==> config.mk <==
export PLATFORM = sky130hd
export DESIGN_NAME = reorder_buffer
export DESIGN_NICKNAME = d
export VERILOG_FILES = /design/src/rtl/reorder_buffer_pkg.sv /design/src/rtl/reorder_buffer.sv
export SDC_FILE = /design/constraint.sdc
export NUM_CORES = 2
export LEC_CHECK = 0
export BUFFER_PORTS_ARGS = -buffer_cell sky130_fd_sc_hd__buf_2
export CELL_PAD_IN_SITES_DETAIL_PLACEMENT = 1
export CELL_PAD_IN_SITES_GLOBAL_PLACEMENT = 2
export CORE_ASPECT_RATIO = 1.1
export CORE_MARGIN = 4
export CORE_UTILIZATION = 25
export CTS_CLUSTER_SIZE = 12
export DETAILED_ROUTE_END_ITERATION = 12
export GPL_TIMING_DRIVEN = 0
export PLACE_DENSITY_LB_ADDON = 0.05
export SLEW_MARGIN = 20
export SYNTH_ARGS = -nofsm -noshare
export SYNTH_HDL_FRONTEND = slang
export SYNTH_SLANG_ARGS = --single-unit
==> constraint.sdc <==
create_clock -name clk_in -period 3.2 [get_ports clk_in]
set_input_delay 0.16 -clock clk_in [delete_from_list [all_inputs] [get_ports clk_in]]
set_output_delay 0.16 -clock clk_in [all_outputs]
set_load 0.02 [all_outputs]
==> src/rtl/reorder_buffer_pkg.sv <==
// -----------------------------------------------------------------------------
// reorder_buffer_pkg
//   Shared constants and types for the reorder buffer:
//     ROB_INDEX_BIT_DEF : default log2 of the entry count (16 entries)
//     rob_entries()     : entry count derived from an index width
//     issue_type_e      : instruction class carried by each entry
//     writes_rf()       : true for classes that commit to the register file
// -----------------------------------------------------------------------------
package reorder_buffer_pkg;

  localparam int ROB_INDEX_BIT_DEF = 4;

  typedef enum logic [1:0] {
    TYPE_REG    = 2'd0,
    TYPE_STORE  = 2'd1,
    TYPE_BRANCH = 2'd2,
    TYPE_EXIT   = 2'd3
  } issue_type_e;

  // Entry count is always a power of two so pointers wrap for free.
  function automatic int rob_entries(input int index_bit);
    return 32'sd1 << index_bit;
  endfunction

  // REG and BRANCH (link register) results go to the register file.
  function automatic logic writes_rf(input issue_type_e t);
    return (t == TYPE_REG) || (t == TYPE_BRANCH);
  endfunction

endpackage

==> src/rtl/reorder_buffer.sv <==
// -----------------------------------------------------------------------------
// reorder_buffer
//   Circular in-order commit buffer for an out-of-order core.
//   Ports:
//     clk_in, rst_n_in (async, active-low), rdy_in (low = freeze everything)
//     issue_*      : allocate the tail entry; issue_rob_id is the id it gets
//     full         : no free entry (issue is ignored, upstream holds it)
//     cdb_*        : execution writeback (ready/value/taken) to a busy entry
//     qry_*        : combinational operand lookup with same-cycle cdb bypass
//     rf_set_*     : registered register-file commit (id 0 = no write)
//     store_*      : registered one-cycle store release
//     clear/clear_pc : registered one-cycle mispredict flush
//     halt         : EXIT committed, sticky until reset
//   Optional feature macro ROB_DBG_COMMIT_EN adds dbg_commit/dbg_commit_addr,
//   a registered commit pulse carrying the committed entry's pc.
// -----------------------------------------------------------------------------
module reorder_buffer
  import reorder_buffer_pkg::*;
#(
  parameter int ROB_INDEX_BIT = ROB_INDEX_BIT_DEF
) (
  input  logic                     clk_in,
  input  logic                     rst_n_in,
  input  logic                     rdy_in,
  input  logic                     issue_valid,
  input  logic [1:0]               issue_type,
  input  logic [4:0]               issue_rd,
  input  logic [31:0]              issue_pc,
  input  logic                     issue_pred_taken,
  input  logic [31:0]              issue_alt_pc,
  output logic [ROB_INDEX_BIT-1:0] issue_rob_id,
  output logic                     full,
  input  logic                     cdb_valid,
  input  logic [ROB_INDEX_BIT-1:0] cdb_rob_id,
  input  logic [31:0]              cdb_value,
  input  logic                     cdb_taken,
  input  logic [ROB_INDEX_BIT-1:0] qry_id1,
  input  logic [ROB_INDEX_BIT-1:0] qry_id2,
  output logic                     qry_ready1,
  output logic                     qry_ready2,
  output logic [31:0]              qry_val1,
  output logic [31:0]              qry_val2,
  output logic [4:0]               rf_set_id,
  output logic [31:0]              rf_set_value,
  output logic [ROB_INDEX_BIT-1:0] rf_set_rob_id,
  output logic                     store_commit,
  output logic [ROB_INDEX_BIT-1:0] store_rob_id,
  output logic                     clear,
  output logic [31:0]              clear_pc,
  output logic                     halt
`ifdef ROB_DBG_COMMIT_EN
  ,
  output logic                     dbg_commit,
  output logic [31:0]              dbg_commit_addr
`endif
);

  localparam int ROB_SIZE = rob_entries(ROB_INDEX_BIT);
  localparam logic [ROB_INDEX_BIT-1:0] IDX_ZERO = {ROB_INDEX_BIT{1'b0}};
  localparam logic [ROB_INDEX_BIT-1:0] IDX_ONE  = {{(ROB_INDEX_BIT-1){1'b0}}, 1'b1};
  localparam logic [ROB_INDEX_BIT:0]   CNT_ZERO = {(ROB_INDEX_BIT+1){1'b0}};
  localparam logic [ROB_INDEX_BIT:0]   CNT_ONE  = {{ROB_INDEX_BIT{1'b0}}, 1'b1};
  localparam logic [ROB_INDEX_BIT:0]   CNT_FULL = {1'b1, {ROB_INDEX_BIT{1'b0}}};

  // Pointers and occupancy
  logic [ROB_INDEX_BIT-1:0] head_r, tail_r;
  logic [ROB_INDEX_BIT:0]   count_r, count_nx_s;

  // Per-entry state
  logic [ROB_SIZE-1:0] busy_r, ready_r, taken_r, pred_r;
  issue_type_e         type_r   [ROB_SIZE];
  logic [4:0]          rd_r     [ROB_SIZE];
  logic [31:0]         value_r  [ROB_SIZE];
  logic [31:0]         alt_pc_r [ROB_SIZE];
`ifdef ROB_DBG_COMMIT_EN
  logic [31:0]         pc_r     [ROB_SIZE];
`else
  logic                unused_pc_s;
  assign unused_pc_s = ^issue_pc;
`endif

  logic        halt_r, clear_r;
  logic        full_s, issue_acc_s, commit_s, mispredict_s, cdb_acc_s;
  issue_type_e head_type_s;

  assign full_s       = (count_r == CNT_FULL);
  assign full         = full_s;
  assign issue_rob_id = tail_r;
  assign halt         = halt_r;
  assign clear        = clear_r;

  // Per-cycle handshake decisions, all from start-of-cycle state
  always_comb begin
    head_type_s  = type_r[head_r];
    issue_acc_s  = issue_valid && !full_s && !clear_r;
    // ready_r is registered, so a writeback to the head commits one cycle later
    commit_s     = busy_r[head_r] && ready_r[head_r] && !halt_r && !clear_r;
    mispredict_s = commit_s && (head_type_s == TYPE_BRANCH) &&
                   (taken_r[head_r] != pred_r[head_r]);
    // The entry being retired this cycle is no longer a writeback target
    cdb_acc_s    = cdb_valid && !clear_r && busy_r[cdb_rob_id] &&
                   !(commit_s && (cdb_rob_id == head_r));
  end

  // Occupancy update: simultaneous issue and commit cancel out
  always_comb begin
    count_nx_s = count_r;
    if (issue_acc_s && !commit_s) begin
      count_nx_s = count_r + CNT_ONE;
    end else if (!issue_acc_s && commit_s) begin
      count_nx_s = count_r - CNT_ONE;
    end else begin
      count_nx_s = count_r;
    end
  end

  // Operand lookup with writeback bypass
  always_comb begin
    qry_ready1 = 1'b0;
    qry_val1   = 32'd0;
    qry_ready2 = 1'b0;
    qry_val2   = 32'd0;
    if (cdb_valid && (cdb_rob_id == qry_id1)) begin
      qry_ready1 = 1'b1;
      qry_val1   = cdb_value;
    end else if (busy_r[qry_id1] && ready_r[qry_id1]) begin
      qry_ready1 = 1'b1;
      qry_val1   = value_r[qry_id1];
    end else begin
      qry_ready1 = 1'b0;
      qry_val1   = 32'd0;
    end
    if (cdb_valid && (cdb_rob_id == qry_id2)) begin
      qry_ready2 = 1'b1;
      qry_val2   = cdb_value;
    end else if (busy_r[qry_id2] && ready_r[qry_id2]) begin
      qry_ready2 = 1'b1;
      qry_val2   = value_r[qry_id2];
    end else begin
      qry_ready2 = 1'b0;
      qry_val2   = 32'd0;
    end
  end

  // Buffer state and registered commit outputs
  always_ff @(posedge clk_in or negedge rst_n_in) begin
    if (!rst_n_in) begin
      head_r        <= IDX_ZERO;
      tail_r        <= IDX_ZERO;
      count_r       <= CNT_ZERO;
      busy_r        <= {ROB_SIZE{1'b0}};
      ready_r       <= {ROB_SIZE{1'b0}};
      taken_r       <= {ROB_SIZE{1'b0}};
      pred_r        <= {ROB_SIZE{1'b0}};
      halt_r        <= 1'b0;
      clear_r       <= 1'b0;
      clear_pc      <= 32'd0;
      rf_set_id     <= 5'd0;
      rf_set_value  <= 32'd0;
      rf_set_rob_id <= IDX_ZERO;
      store_commit  <= 1'b0;
      store_rob_id  <= IDX_ZERO;
`ifdef ROB_DBG_COMMIT_EN
      dbg_commit      <= 1'b0;
      dbg_commit_addr <= 32'd0;
`endif
      for (int i = 0; i < ROB_SIZE; i++) begin
        type_r[i]   <= TYPE_REG;
        rd_r[i]     <= 5'd0;
        value_r[i]  <= 32'd0;
        alt_pc_r[i] <= 32'd0;
`ifdef ROB_DBG_COMMIT_EN
        pc_r[i]     <= 32'd0;
`endif
      end
    end else if (rdy_in) begin
      // Pulsed outputs fall back to idle unless a commit drives them
      rf_set_id    <= 5'd0;
      store_commit <= 1'b0;
      clear_r      <= 1'b0;
`ifdef ROB_DBG_COMMIT_EN
      dbg_commit   <= 1'b0;
`endif
      if (commit_s) begin
        busy_r[head_r]  <= 1'b0;
        ready_r[head_r] <= 1'b0;
        head_r          <= head_r + IDX_ONE;
        rf_set_id       <= writes_rf(head_type_s) ? rd_r[head_r] : 5'd0;
        rf_set_value    <= value_r[head_r];
        rf_set_rob_id   <= head_r;
        store_commit    <= (head_type_s == TYPE_STORE);
        if (head_type_s == TYPE_STORE) begin
          store_rob_id <= head_r;
        end
        if (head_type_s == TYPE_EXIT) begin
          halt_r <= 1'b1;
        end
        if (mispredict_s) begin
          clear_r  <= 1'b1;
          clear_pc <= alt_pc_r[head_r];
        end
`ifdef ROB_DBG_COMMIT_EN
        dbg_commit      <= 1'b1;
        dbg_commit_addr <= pc_r[head_r];
`endif
      end
      if (cdb_acc_s) begin
        ready_r[cdb_rob_id] <= 1'b1;
        value_r[cdb_rob_id] <= cdb_value;
        taken_r[cdb_rob_id] <= cdb_taken;
      end
      if (issue_acc_s) begin
        busy_r[tail_r]   <= 1'b1;
        // EXIT has nothing to execute, so it is born ready
        ready_r[tail_r]  <= (issue_type_e'(issue_type) == TYPE_EXIT);
        type_r[tail_r]   <= issue_type_e'(issue_type);
        rd_r[tail_r]     <= issue_rd;
        value_r[tail_r]  <= 32'd0;
        taken_r[tail_r]  <= 1'b0;
        pred_r[tail_r]   <= issue_pred_taken;
        alt_pc_r[tail_r] <= issue_alt_pc;
`ifdef ROB_DBG_COMMIT_EN
        pc_r[tail_r]     <= issue_pc;
`endif
        tail_r           <= tail_r + IDX_ONE;
      end
      count_r <= count_nx_s;
      // A mispredict discards every younger entry, including one issued now
      if (mispredict_s) begin
        head_r  <= IDX_ZERO;
        tail_r  <= IDX_ZERO;
        count_r <= CNT_ZERO;
        busy_r  <= {ROB_SIZE{1'b0}};
        ready_r <= {ROB_SIZE{1'b0}};
      end
    end
  end

endmodule

Word level (Yosys, flattened, before mapping). Index checks and enable logic that the tools add are counted.

Output and inout bits: 151. Logic and storage cells: 255. Register bits: 1293.

Multiplexer cells: 93. Add/subtract/negate cells: 4. Magnitude comparators: 15. Reductions and logical operators: 41. Eq/ne operators: 9. Bitwise gates (word level): 14.

Operators with widths (count): 512-bit 2-to-1 mux (3); 512-bit bitwise mux (2); 512-bit bitwise AND (1); 32-bit binary-select mux with 4-bit select (4); 512-bit inverter (1); 32-bit 2-to-1 mux (14); 32-bit demux with 4-bit select (2); 16-bit 2-to-1 mux (13); 80-bit bitwise mux (1); 16-bit bitwise AND (3); 16-bit bitwise mux (3); 5-bit 2-to-1 mux (8); 1-bit binary-select mux with 4-bit select (9); 32-bit bitwise mux (1); 16-bit inverter (2); 16-bit OR (2); 5-bit >= comparator, second input constant (5); 4-bit by 5-bit < comparator with 1-bit output, second input constant (5); 4-bit inverter with 5-bit output (5); 1-bit logical AND (22); 5-bit binary-select mux with 4-bit select (1); 5-bit demux with 4-bit select (1); 1-bit 2-to-1 mux (19); 4-bit 2-to-1 mux (4); 21 further kinds (45).

Longest topological paths before layout.
Depth in word-level cells: 14. Gate-level depth with buffers: 16. Gate-level depth less buffers: 13.

Worst setup path after synthesis. Ideal clock, no wire load.

Path kind: register to register. From: reg head_r[1]. To: reg count_r[4]. Data arrival time: 2.896 ns. Period minus slack after synthesis: 3.020 ns. Buffers on the path: 2. Data required time: 3.076 ns. Library setup time: 0.124 ns. Cell stages (with the launch flop): 16. Setup slack: 0.180 ns. Cell sequence: dfrtp_1 > buf_6 > mux2_1 > o311a_1 > nand3_1 > o22ai_1 > buf_2 > nor2_1 > inv_1 > fa_1 > a21o_1 > a21oi_1 > nor2_1 > nor4b_1 > a31oi_1 > nand2_1.

Word-level cells in the longest chain between the ends: 9. Elaborated cells between the ends (all ways): 26.

Ends and longest elaborated chain: start: declaration (line reorder_buffer.sv:66) `logic [ROB_INDEX_BIT-1:0] head_r, tail_r;`; start signal: assignment (line reorder_buffer.sv:187) `head_r <= head_r + IDX_ONE;`; 4-bit inverter with 5-bit output (implied by the code) / 1-bit binary-select mux with 4-bit select (equally long branches) (line reorder_buffer.sv:94, reorder_buffer.sv:97); 2-bit binary-select mux with 4-bit select / 1-bit 2-to-1 mux (equally long branches) (line reorder_buffer.sv:94, reorder_buffer.sv:97); 2-bit 2-to-1 mux (implied by the code) / 1-bit logical AND (equally long branches) (2 in series) (line reorder_buffer.sv:94, reorder_buffer.sv:97); 2-bit == test / 1-bit logical AND (equally long branches) (line reorder_buffer.sv:98, reorder_buffer.sv:97); 1-bit logical AND / 1-bit logical NOT (equally long branches) (line reorder_buffer.sv:98, reorder_buffer.sv:108); 1-bit logical AND (on tied branches) (line reorder_buffer.sv:98, reorder_buffer.sv:108); 3-bit nonzero test (no line) / 5-bit 2-to-1 mux (equally long branches); 2-bit AND reduction (no line) / 5-bit 2-to-1 mux (equally long branches); end signal: assignment (line reorder_buffer.sv:227) `count_r <= count_nx_s;`; end: declaration (line reorder_buffer.sv:67) `logic [ROB_INDEX_BIT:0] count_r, count_nx_s;`.

Parallel ways exist; a longest one is shown, timed or not. The select of a mux whose other input is x is not followed. A chain may end at the register's enable or synchronous reset.

Final worst setup path.
From: reg ready_r[6]. To: out qry_val2[3].

Word-level cells in the longest chain between the ends: 5.

Ends and longest elaborated chain: start: declaration (line reorder_buffer.sv:70) `logic [ROB_SIZE-1:0] busy_r, ready_r, taken_r, pred_r;`; start signal: assignment (line reorder_buffer.sv:152) `ready_r <= {ROB_SIZE{1'b0}};`; start signal: indexed assignment (line reorder_buffer.sv:215) `ready_r[tail_r] <= (issue_type_e'(issue_type) == TYPE_EXIT);`; start signal: assignment (line reorder_buffer.sv:234) `ready_r <= {ROB_SIZE{1'b0}};`; 1-bit binary-select mux with 4-bit select (line reorder_buffer.sv:136) `end else if (busy_r[qry_id2] && ready_r[qry_id2]) begin`; 1-bit 2-to-1 mux (implied by the code) (line reorder_buffer.sv:136); 1-bit logical AND (line reorder_buffer.sv:136); 32-bit 2-to-1 mux (line reorder_buffer.sv:136); 32-bit 2-to-1 mux (line reorder_buffer.sv:133) `if (cdb_valid && (cdb_rob_id == qry_id2)) begin`; end: declaration (line reorder_buffer.sv:42) `output logic [31:0] qry_val2,`.

No other way between the ends. The select of a mux whose other input is x is not followed.

==> impl_metrics.tcl <==
set metrics [dict create \
    mappedNetlistArea_um2 67400 \
    fin_nets 5341 \
    netlist_instances 4590 \
    grt_overflow 0 \
    ff_latch_area_um2 32400 \
    synth.top_cells.by_count "dfrtp_1 (1,293), mux4_2 (695), mux2_2 (621), nand2_1 (363), clkbuf_1 (267)" \
    startpoint_type "flop" \
    multi_input_area_um2 33900 \
    power.sequential.fraction_pct 34.9 \
    most_repeated_cell_in_the_gate_level_netlist_after_synthesis "dfrtp_1" \
    syn_nets 4725 \
    cts-root-buf "clkbuf_16" \
    initial_utilization_pct 25.2 \
    critical_path.cell_chain "nand2_1 -> mux4_2 -> mux4_2 -> buf_12 -> buf_8 -> buf_12 -> nand2b_4 -> o21ai_4 -> buf_6" \
    worst_r2r_path_depth 11 \
    slowest_delay_ns 0.50 \
    combinationalPowerShare_pct 39.8 \
    drtAntennaViolNets 0 \
    largest_net_degree_at_the_start_of_global_routing 122 \
    path_class "reg -> out" \
    port-buffer-count 204 \
    htree_num_levels 4 \
    top_level_i_o_count 273 \
    row_count 199 \
    worst_ir_drop_vdd_mv 0.458 \
    detailroute.via_count 48288 \
    synth.lib_cells_used.distinct 79 \
    setup_slack_ns -0.399 \
    die_h_um 553 \
    place_congestion 0.831 \
    status "finished, violations left" \
    finalWorstPathRequiredPeriod_ns 3.60 \
    area_growth_syn_to_fin_pct 25.3 \
    slew_violations 0 \
    final-setup-viol-count 69 \
    drive_above_1_share_pct 47.4 \
    grt.total_usage_pct 23.9 \
    max_clock_freq_ghz 0.278 \
    clk_transition_reported_paths_ns 0.06 \
    grt_setup_unrepaired "yes" \
    p_sw_w 0.0277 \
    core_region_area_um2 268000 \
    wire_per_inst_um 38.1 \
    post_drt_via_cell_ratio 5.45 \
    post-synth-top-area-fraction_pct 48.0 \
    worst_hold_path_type "in -> reg" \
    cts_tree "done" \
    number_of_global_route_vias_before_repair 51714 \
    grt_pass1_wl_mm 462 \
    cp_slowest_cell "mux4_2" \
    remaining_design_rule_violation_count 0 \
    hold_violations 0 \
    worst_slew_margin_rel_pct 15.2 \
    die-area_um2 278000 \
    detailed_place_hpwl_mm 234 \
    power_density_nw_per_um2 921 \
    net_switching_share_of_the_total_power_pct 35.7 \
    hold-path-cell-count 5 \
    end_kind "output port" \
    detail_route.first_pass.iterations 7 \
    synth_edf_count 0 \
    max_slew.worst_pin.slew_ns 1.27 \
    relative_contribution_of_the_clock_network_to_total_power_pct 25.3 \
    drt-total-wl_mm 338 \
    path_max_fanout 8 \
    ys_async_sr_fraction_pct 100 \
    ys_warn_count 0 \
    internal_power_w 0.0500 \
    synth_ff_type "dfrtp_1" \
    drt-initial-drc-count 3513 \
    timing.max_cap.violations 0 \
    leakage_nw 36.6 \
    period_share_pct 112 \
    cts_sinks 1293 \
    clkLatencyLatePin_ns 0.87 \
    setup_tns_ns -12.40 \
    synth.largest_area_cell "dfrtp_1" \
    synth_top_cells_by_area "dfrtp_1 (48%), mux4_2 (23%), mux2_2 (10%)" \
    synth_seq_area_share_pct 48.0 \
    number_of_antenna_violations_at_the_first_check_in_global_routing 26 \
    dieWidth_um 503 \
    fillers 27798 \
    fin_worst_skew_ns 0.0664 \
    critical_path_arrival_ns 3.44 \
    synthesis.area_per_instance_um2 14.7 \
    postSynthRegisterBits 1293 \
    failed_checks "negative setup slack" \
    worstPathRequired_ns 3.04 \
    cts_made_buffers 175 \
    cts_buffer_depth 4 \
    hold-worst-slack_ns 0.0651 \
]
[metal layers]
metal	track usage, %	part of all wire, %	wire length (µm)	up-vias
li1	-	-	-	19310
met1	30.7	41	140000	26919
met2	41.0	50	168000	1486
met3	3.22	4.4	14900	563
met4	8.77	4.3	14500	10
met5	0	0.020	69	-
[cell type report]
class	count	area share (%)
clock inverters	41	0.418
well taps	3517	5.21
flip-flops and latches	1293	38.3
inverters	29	0.136
multi-input cells	2743	40.1
diodes	13	0.0385
plain buffers	515	4.22
repair buffers	449	5.32
clock buffers	261	6.20
[state kept, by name, indices dropped and copies added, names as in the netlist, 5 cells and up]
signal,cells
alt_pc_r,512
pred_r,16
taken_r,16
ready_r,16
rf_set_id,5
busy_r,16
count_r,5
type_r,32
rd_r,80
rf_set_value,32
value_r,512
clear_pc,32
[worst paths after layout]
kind	from	to	slack [ns]
max in group asynchronous	rst_n_in	alt_pc_r[439]	0.41
worst max register to register	head_r[1]	clear_pc[24]	0.06
worst max-delay path	ready_r[6]	qry_val2[3]	-0.40
worst min register to register	alt_pc_r[431]	alt_pc_r[431]	0.47
worst min-delay path	cdb_rob_id[1]	ready_r[5]	0.07
min in group asynchronous	rst_n_in	value_r[246]	0.31
[per-stage QoR]
stage	power, W	instance area [µm²]	setup slack (ns)	instances	util, %
CTS	0.0782	83600	-0.465	8823	31.2
detailed placement	0.0553	73600	-2.80	8338	27.5
finish	0.0778	84500	-0.399	8861	31.6
floorplan	0.0440	67400	0.180	4590	-
global placement	0.0547	72800	-30.82	8311	27.2
global route	0.0816	84400	-0.420	8851	31.5
[layout by cell type (no fill, tap or decap), types with 30 or more instances in the layout]
| master | n |
|---|---|
| a22o_1 | 234 |
| a32o_1 | 255 |
| buf_1 | 33 |
| buf_12 | 52 |
| buf_2 | 212 |
| buf_4 | 147 |
| buf_6 | 109 |
| clkbuf_1 | 155 |
| clkbuf_16 | 186 |
| clkbuf_2 | 104 |
| clkbuf_8 | 63 |
| clkinv_2 | 30 |
| dfrtp_1 | 1279 |
| dlygate4sd3_1 | 77 |
| mux2_2 | 621 |
| mux2i_1 | 46 |
| mux4_2 | 695 |
| nand2_1 | 344 |
| nand2b_1 | 43 |
| nand3_1 | 37 |
| nor2_1 | 74 |
| o21ai_4 | 43 |
[what timing repair did]
action	in CTS	in global routing
buffers inserted	102	29
gates cloned	2	5
pin swaps	51	48
resized for setup	719	161
hold endpoints to repair	1162	0
hold buffers	83	0
endpoints found under the setup margin	1317	777
[logic make-up (layout without fill, tap and decap cells)]
kind of cell,Yosys count,after routing,synth area share (%)
buffers and inverters,554,1295,3.59
other,0,13,0
flip-flops,1293,1293,48.0
XOR/XNOR,18,18,0.234
multiplexers,1381,1381,34.6
adder cells (fa/ha/maj),13,13,0.252
AO/OA/AOI/OAI,703,703,9.08
AND/OR/NAND/NOR,628,628,4.24
[critical path: cells and delay by family, from the launching register on]
family                 cells  cell delay [ns]
multiplexers               2             0.99
buffers and inverters      4             0.62
flip-flops                 1             0.41
AO/OA/AOI/OAI              1             0.29
AND/OR/NAND/NOR            2             0.26
[power groups by stage]
| stage | Clock [W] | Combinational (W) | Sequential [W] |
|---|---|---|---|
| 6_report | 0.0197 | 0.0310 | 0.0271 |
| 5_1_grt | 0.0210 | 0.0327 | 0.0279 |
| 3_5_place_dp | 0 | 0.0280 | 0.0273 |
| 3_3_place_gp | 0 | 0.0275 | 0.0272 |
| 4_1_cts | 0.0204 | 0.0308 | 0.0270 |
| 2_1_floorplan | 0 | 0.0181 | 0.0259 |
No activity file was read; power rests on OpenSTA's default activity.
